$ cat src/rtl/seq_detector_param.sv
// -----------------------------------------------------------------------------
// seq_detector_param
//
// Serial pattern detector for a one-bit stream. The pattern and a per-bit
// compare mask can be loaded at runtime. Matching can overlap, or the history
// can restart after every match. A saturating counter records how many
// matches have occurred since reset or the last clear.
//
// Parameters
//   N        pattern length in bits (2..32)
//   PATTERN  reset value of the pattern register; bit N-1 is the oldest bit
//   OVERLAP  1 = overlapping matches, 0 = history restarts after each match
//   CNT_W    width of the match counter
//
// Ports
//   clk          in   system clock, rising edge
//   reset        in   synchronous, active-high reset
//   x            in   serial data bit
//   x_valid      in   x is accepted only when this is high
//   cfg_we       in   load cfg_pattern / cfg_mask, restart history
//   cfg_pattern  in   new pattern (same bit order as PATTERN)
//   cfg_mask     in   per-bit compare enable (1 = compare, 0 = don't care)
//   cnt_clr      in   clear match_count and cnt_sat
//   y            out  registered one-cycle match pulse
//   match_count  out  saturating number of matches
//   cnt_sat      out  sticky: a match arrived while the counter was full
// -----------------------------------------------------------------------------
module seq_detector_param #(
    parameter int             N       = 6,
    parameter logic [N-1:0]   PATTERN = 6'b101010,
    parameter bit             OVERLAP = 1'b1,
    parameter int             CNT_W   = 8
) (
    input  logic             clk,
    input  logic             reset,
    input  logic             x,
    input  logic             x_valid,
    input  logic             cfg_we,
    input  logic [N-1:0]     cfg_pattern,
    input  logic [N-1:0]     cfg_mask,
    input  logic             cnt_clr,
    output logic             y,
    output logic [CNT_W-1:0] match_count,
    output logic             cnt_sat
);

    // The fill counter must be able to hold the value N itself.
    localparam int                 FILL_W    = $clog2(N + 1);
    localparam logic [FILL_W-1:0]  FILL_FULL = FILL_W'(N);
    localparam logic [CNT_W-1:0]   CNT_MAX   = {CNT_W{1'b1}};

    // -------------------------------------------------------------------------
    // State
    // -------------------------------------------------------------------------
    logic [N-1:0]      r_hist;
    logic [FILL_W-1:0] r_fill;
    logic [N-1:0]      r_pat;
    logic [N-1:0]      r_mask;
    logic [CNT_W-1:0]  r_count;
    logic              r_sat;
    logic              r_y;

    // -------------------------------------------------------------------------
    // Next-history view used for the match decision
    // -------------------------------------------------------------------------
    logic              w_accept;
    logic [N-1:0]      w_hist_next;
    logic [FILL_W-1:0] w_fill_next;
    logic [N-1:0]      w_bit_miss;
    logic              w_window_full;
    logic              w_match;

    // A configuration write discards any data bit presented on the same edge.
    assign w_accept    = x_valid & ~cfg_we;
    assign w_hist_next = {r_hist[N-2:0], x};
    assign w_fill_next = (r_fill == FILL_FULL) ? FILL_FULL : r_fill + FILL_W'(1);

    // Per-bit compare: a bit only counts as a miss when the mask enables it.
    genvar gi;
    generate
        for (gi = 0; gi < N; gi++) begin : g_cmp
            assign w_bit_miss[gi] = r_mask[gi] & (w_hist_next[gi] ^ r_pat[gi]);
        end
    endgenerate

    assign w_window_full = (w_fill_next == FILL_FULL);
    assign w_match       = w_accept & w_window_full & ~(|w_bit_miss);

    // -------------------------------------------------------------------------
    // History, configuration and match pulse
    // -------------------------------------------------------------------------
    always_ff @(posedge clk) begin
        if (reset) begin
            r_hist <= '0;
            r_fill <= '0;
            r_pat  <= PATTERN;
            r_mask <= '1;
            r_y    <= 1'b0;
        end else if (cfg_we) begin
            // New configuration applies to the first bit accepted afterwards;
            // the old history is invalidated by zeroing the fill count.
            r_pat  <= cfg_pattern;
            r_mask <= cfg_mask;
            r_fill <= '0;
            r_y    <= 1'b0;
        end else if (x_valid) begin
            r_hist <= w_hist_next;
            // Non-overlapping mode needs N fresh bits after every match.
            if (w_match && !OVERLAP) begin
                r_fill <= '0;
            end else begin
                r_fill <= w_fill_next;
            end
            r_y    <= w_match;
        end else begin
            r_y    <= 1'b0;
        end
    end

    // -------------------------------------------------------------------------
    // Saturating match counter. The clear is independent of cfg_we and wins
    // over a match on the same edge.
    // -------------------------------------------------------------------------
    always_ff @(posedge clk) begin
        if (reset) begin
            r_count <= '0;
            r_sat   <= 1'b0;
        end else if (cnt_clr) begin
            r_count <= '0;
            r_sat   <= 1'b0;
        end else if (w_match) begin
            if (r_count == CNT_MAX) begin
                r_sat   <= 1'b1;
            end else begin
                r_count <= r_count + CNT_W'(1);
            end
        end
    end

    assign y           = r_y;
    assign match_count = r_count;
    assign cnt_sat     = r_sat;

endmodule
$ cat config.mk
export PLATFORM = sky130hd
export DESIGN_NAME = seq_detector_param
export DESIGN_NICKNAME = d
export VERILOG_FILES = /design/src/rtl/seq_detector_param.sv
export SDC_FILE = /design/constraint.sdc
export NUM_CORES = 1
export LEC_CHECK = 0
export CAP_MARGIN = 20
export CORE_MARGIN = 5
export CORE_UTILIZATION = 46
export CTS_BUF_LIST = sky130_fd_sc_hd__clkbuf_2 sky130_fd_sc_hd__clkbuf_4 sky130_fd_sc_hd__clkbuf_8
export CTS_CLUSTER_DIAMETER = 30
export DETAILED_ROUTE_END_ITERATION = 6
export GPL_ROUTABILITY_DRIVEN = 0
export PLACE_DENSITY = 0.76
export SLEW_MARGIN = 40
export SYNTH_ARGS = -nofsm -noshare
export SYNTH_HDL_FRONTEND = slang
export SYNTH_SLANG_ARGS = --single-unit
$ cat constraint.sdc
create_clock -name clk -period 1.64 [get_ports clk]
set_input_delay 0.328 -clock clk [delete_from_list [all_inputs] [get_ports clk]]
set_output_delay 0.328 -clock clk [all_outputs]
set_load 0.02 [all_outputs]
==> metrics.md, run 1 <==
| Metric | Value |
|---|---|
| Setup-failing EPs final | `8` |
| Site row count | `19` |
| Average via count per standard cell | `5.341` |
| Total core area | `0.002805 mm2` |
| Clock buffer count from CTS | `5` |
| Number of maximum-capacitance constraint violations | `0` |
| Type of the tightest min-delay check | `flip-flop to flip-flop` |
| Time the worst path needs with I/O delays and setup | `1742 ps` |
| CTS tree | `built` |
| Number of optimization iterations in the first detailed-route pass | `4` |
| Initial drt markers | `84` |
| Seq/Total Area, Yosys | `43.56%` |
| Worst skew pair latency | `320 ps` |
| Count of final max-slew check failures | `0` |
| Post-synthesis async set-or-reset flop share | `0%` |
| Final routed wirelength across all metal layers | `2944 um` |
| Synth top area cells | `dfxtp_1 44%, mux2i_1 5.8%, a211o_1 5.7%, nor2_1 5.2%, xor2_1 3.8%` |
| Sink Count | `30` |
| Area growth, synth to finish | `32.94%` |
| Post-route standard cell area excluding fillers | `0.001833 mm2` |
| Area after detailed placement | `0.001773 mm2` |
| Chip Height | `64.75 um` |
| Top routing layer used | `met4` |
| Remaining antenna violation count | `0` |
| Routed via count | `1159` |
| Data required time at the worst endpoint | `1860 ps` |
| Startpoint class of the critical path | `flip-flop` |
| Critical Path Max Stage Delay | `360 ps` |
| CP arrival | `1970 ps` |
| # port buffers | `27` |
| Cell type with the largest total area after synthesis | `dfxtp_1` |
| Post-Synthesis Mean Instance Area | `9.380 um2` |
| Highest ir drop seen on vdd | `394.1 uV` |
| Unrepaired setup endpoints after global routing | `yes` |
| Global-route wire length before repair | `4961 um` |
| Fmax | `574.0 MHz` |
| Overall track demand over capacity in global routing | `15.09%` |
| Nets@finish | `206` |
| Most common flop cell mapped by yosys | `dfxtp_1` |
| Pleak | `0.0008357 uW` |
| Cts-stage hold buffer count | `0` |
| Via count of the first global-routing pass | `1173` |
| Gr ovfl total | `0` |
| Clock input transition at the sequential cells of the worst setup and hold paths | `100 ps` |
| Post-CTS setup buffer count | `0` |
| Syn_nets | `168` |
| Largest net degree at the start of global routing | `24` |
| Area share of the leading cell type in the synthesized netlist | `43.56%` |
| YS warnings | `0` |
| Library cell contributing the largest single delay on the critical path | `dfxtp_2` |
| Antenna violations before repair | `0` |
| Critical path cell sequence | `inv_2 > ha_4 > nand2b_4 > a221oi_2 > and4_4 > buf_12 > a21oi_2 > a31o_2` |
| Starting Density | `49.15%` |
| Critical Setup Path Class | `flip-flop to flip-flop` |
| Worst clock skew | `6.009 ps` |
| Post-route DRC violation count | `0` |
| Total standard cell area after synthesis | `0.001379 mm2` |
| Routed length on met1 | `1266 um` |
| Total number of H-tree levels | `2` |
| Mean routed wirelength per cell | `13.57 um` |
| Routed wl met3 | `122 um` |
| Transition at the pin with the smallest max-transition slack | `352.9 ps` |
| Period Utilization, post-route | `106.2%` |
| Result of the run | `finished, violations left` |
| Gate Count Post-Synth | `147` |
| WL met2 | `1521 um` |
| Die width | `64.75 um` |
| Fin. Hold Viols | `0` |
| Worst slack at placement | `-288.6 ps` |
| Critical path fanouts, max | `18` |
| Proportion of layout cells with a drive suffix above 1 | `19.35%` |
| Dpl hpwl | `2243 um` |
| Violations in the final reports | `setup timing` |
| Number of diodes | `0` |
| Worst Setup End Kind | `flip-flop` |
| Slew margin rel. | `76.40%` |
| Root buffer cell | `clkbuf_4` |
| Count of pins on the block boundary | `28` |
| Count of cell types in the netlist | `33` |
| Max Buffers Root-to-Sink | `2` |
| Number of enable flip-flop cells after synthesis | `0` |
| Post-route setup slack | `-102.1 ps` |
| Cell area power density | `759.4 mW/mm2` |
| Die Footprint | `0.004193 mm2` |
| Register bit count reported by yosys | `30` |
==> per-layer routing <==
layer | GRT usage, % | vias to the layer above
li1 | - | 607
met1 | 15.59 | 521
met2 | 28.35 | 27
met3 | 4.491 | 4
met4 | 5.805 | 0
met5 | 0 | -
==> what timing repair did <==
action                                  in CTS  in global routing
cloned                                       0                  0
resized for setup                            9                  2
hold endpoints to repair                     0                  0
endpoints found under the setup margin      17                 11
==> synthesized netlist by cell type, drive strengths merged (2+ instances only) <==
cell	number
o21ai	3
and4	4
inv	2
mux2i	8
nand2	9
nand4	2
a22oi	2
a41o	2
nor2b	8
and2b	3
a31o	4
nor2	19
xor2	6
dfxtp	30
nor3	3
a211o	9
a21oi	9
a221oi	2
nand2b	2
nand3	2
ha	3
clkbuf	3
buf	5
==> power by group <==
| part | switching (uW) | total [uW] | internal, uW |
|---|---|---|---|
| registers | 16.1 | 769 | 753 |
| logic | 57.6 | 150 | 92.9 |
| clock network | 249 | 473 | 224 |
| total | 323 | 1390 | 1070 |
==> cells in the final DEF, fill, tap and decap left out, drive strengths merged <==
cell type,count
dlymetal6s2s,1
mux2i,8
nor3b,1
and3,1
nand2,9
nand4,2
and4,4
or2,1
nand2b,2
and4b,1
dfxtp,30
o21ai,3
a21oi,9
clkbuf,7
nand3,2
nor2,19
and2b,3
a22oi,2
a41o,2
ha,3
clkdlybuf4s50,18
a31oi,1
nand4b,1
nor2b,8
a211o,9
xor2,6
dlygate4sd2,8
nor3,3
and2,1
buf,12
inv,2
a221oi,2
clkinv,1
a31o,4
==> worst max-delay path, delay by kind of cell (launching register included) <==
family / cells / cell delay (ps)
adders and majority gates: 1 / 210
and+or+nand+nor: 2 / 390
DFF: 1 / 360
buffers and inverters: 2 / 190
AOI/OAI and AO/OA: 3 / 490
==> final cells by class <==
class                   count  area [um2]
fillers                   239       972.2
multi-input cells         107       754.5
flip-flops and latches     30       603.1
repair buffers             39       365.4
clock buffers               7       58.81
well taps                  31       38.79
inverters                   2       7.507
clock inverters             1       5.005
==> flip-flops by register name, indices dropped and copies added, names as in the netlist <==
name,cells
r_pat,6
r_hist,5
y,1
r_mask,6
match_count,8
cnt_sat,1
r_fill,3
==> final timing paths <==
kind                                        startpoint                     endpoint  slack (ps)  cells past startpoint
worst max-delay path            r_fill[0]$_SDFFE_PP0P_  match_count[0]$_SDFFE_PP0P_        -100                      8
worst min-delay path              cnt_sat$_SDFFE_PP0P_         cnt_sat$_SDFFE_PP0P_         480                      2
worst max register to register  r_fill[0]$_SDFFE_PP0P_  match_count[0]$_SDFFE_PP0P_        -100                      8
worst min register to register    cnt_sat$_SDFFE_PP0P_         cnt_sat$_SDFFE_PP0P_         480                      2
==> stage by stage <==
step / hold WS, ps / cells / util [%] / TNS, ps / power, uW
4_1_cts: 496.5 / 217 / 65.16 / -849.5 / 1408
2_1_floorplan: 428.2 / 147 / - / -30.49 / 863.8
5_1_grt: 540.2 / 217 / 65.34 / -1418 / 1462
3_5_place_dp: 474.5 / 209 / 63.20 / -2377 / 936.8
6_report: 477.9 / 217 / 65.34 / -639.8 / 1392
3_3_place_gp: 462.6 / 209 / 63.20 / -2031 / 930.4
==> kinds of logic after synthesis <==
logic type	Yosys count	synth area share (%)
xor+xnor	6	3.811
mux	8	5.808
buf+inv	10	4.446
flops	30	43.56
simple gates	58	22.32
fa+ha+maj	3	2.723
compound gates	32	17.33
(Power assumes the default switching activity.)
==> run 2, diff against run 1 <==
--- a/config.mk
+++ b/config.mk
@@ -5,11 +5,11 @@
 export SDC_FILE = /design/constraint.sdc
 export NUM_CORES = 1
 export LEC_CHECK = 0
+export ABC_CLOCK_PERIOD_IN_PS = 1640
 export CAP_MARGIN = 20
 export CORE_MARGIN = 5
 export CORE_UTILIZATION = 46
 export CTS_BUF_LIST = sky130_fd_sc_hd__clkbuf_2 sky130_fd_sc_hd__clkbuf_4 sky130_fd_sc_hd__clkbuf_8
-export CTS_CLUSTER_DIAMETER = 30
 export DETAILED_ROUTE_END_ITERATION = 6
 export GPL_ROUTABILITY_DRIVEN = 0
 export PLACE_DENSITY = 0.76
==> results of run 2 <==
The final DEF is identical to that of run 1; final timing and power are the same.
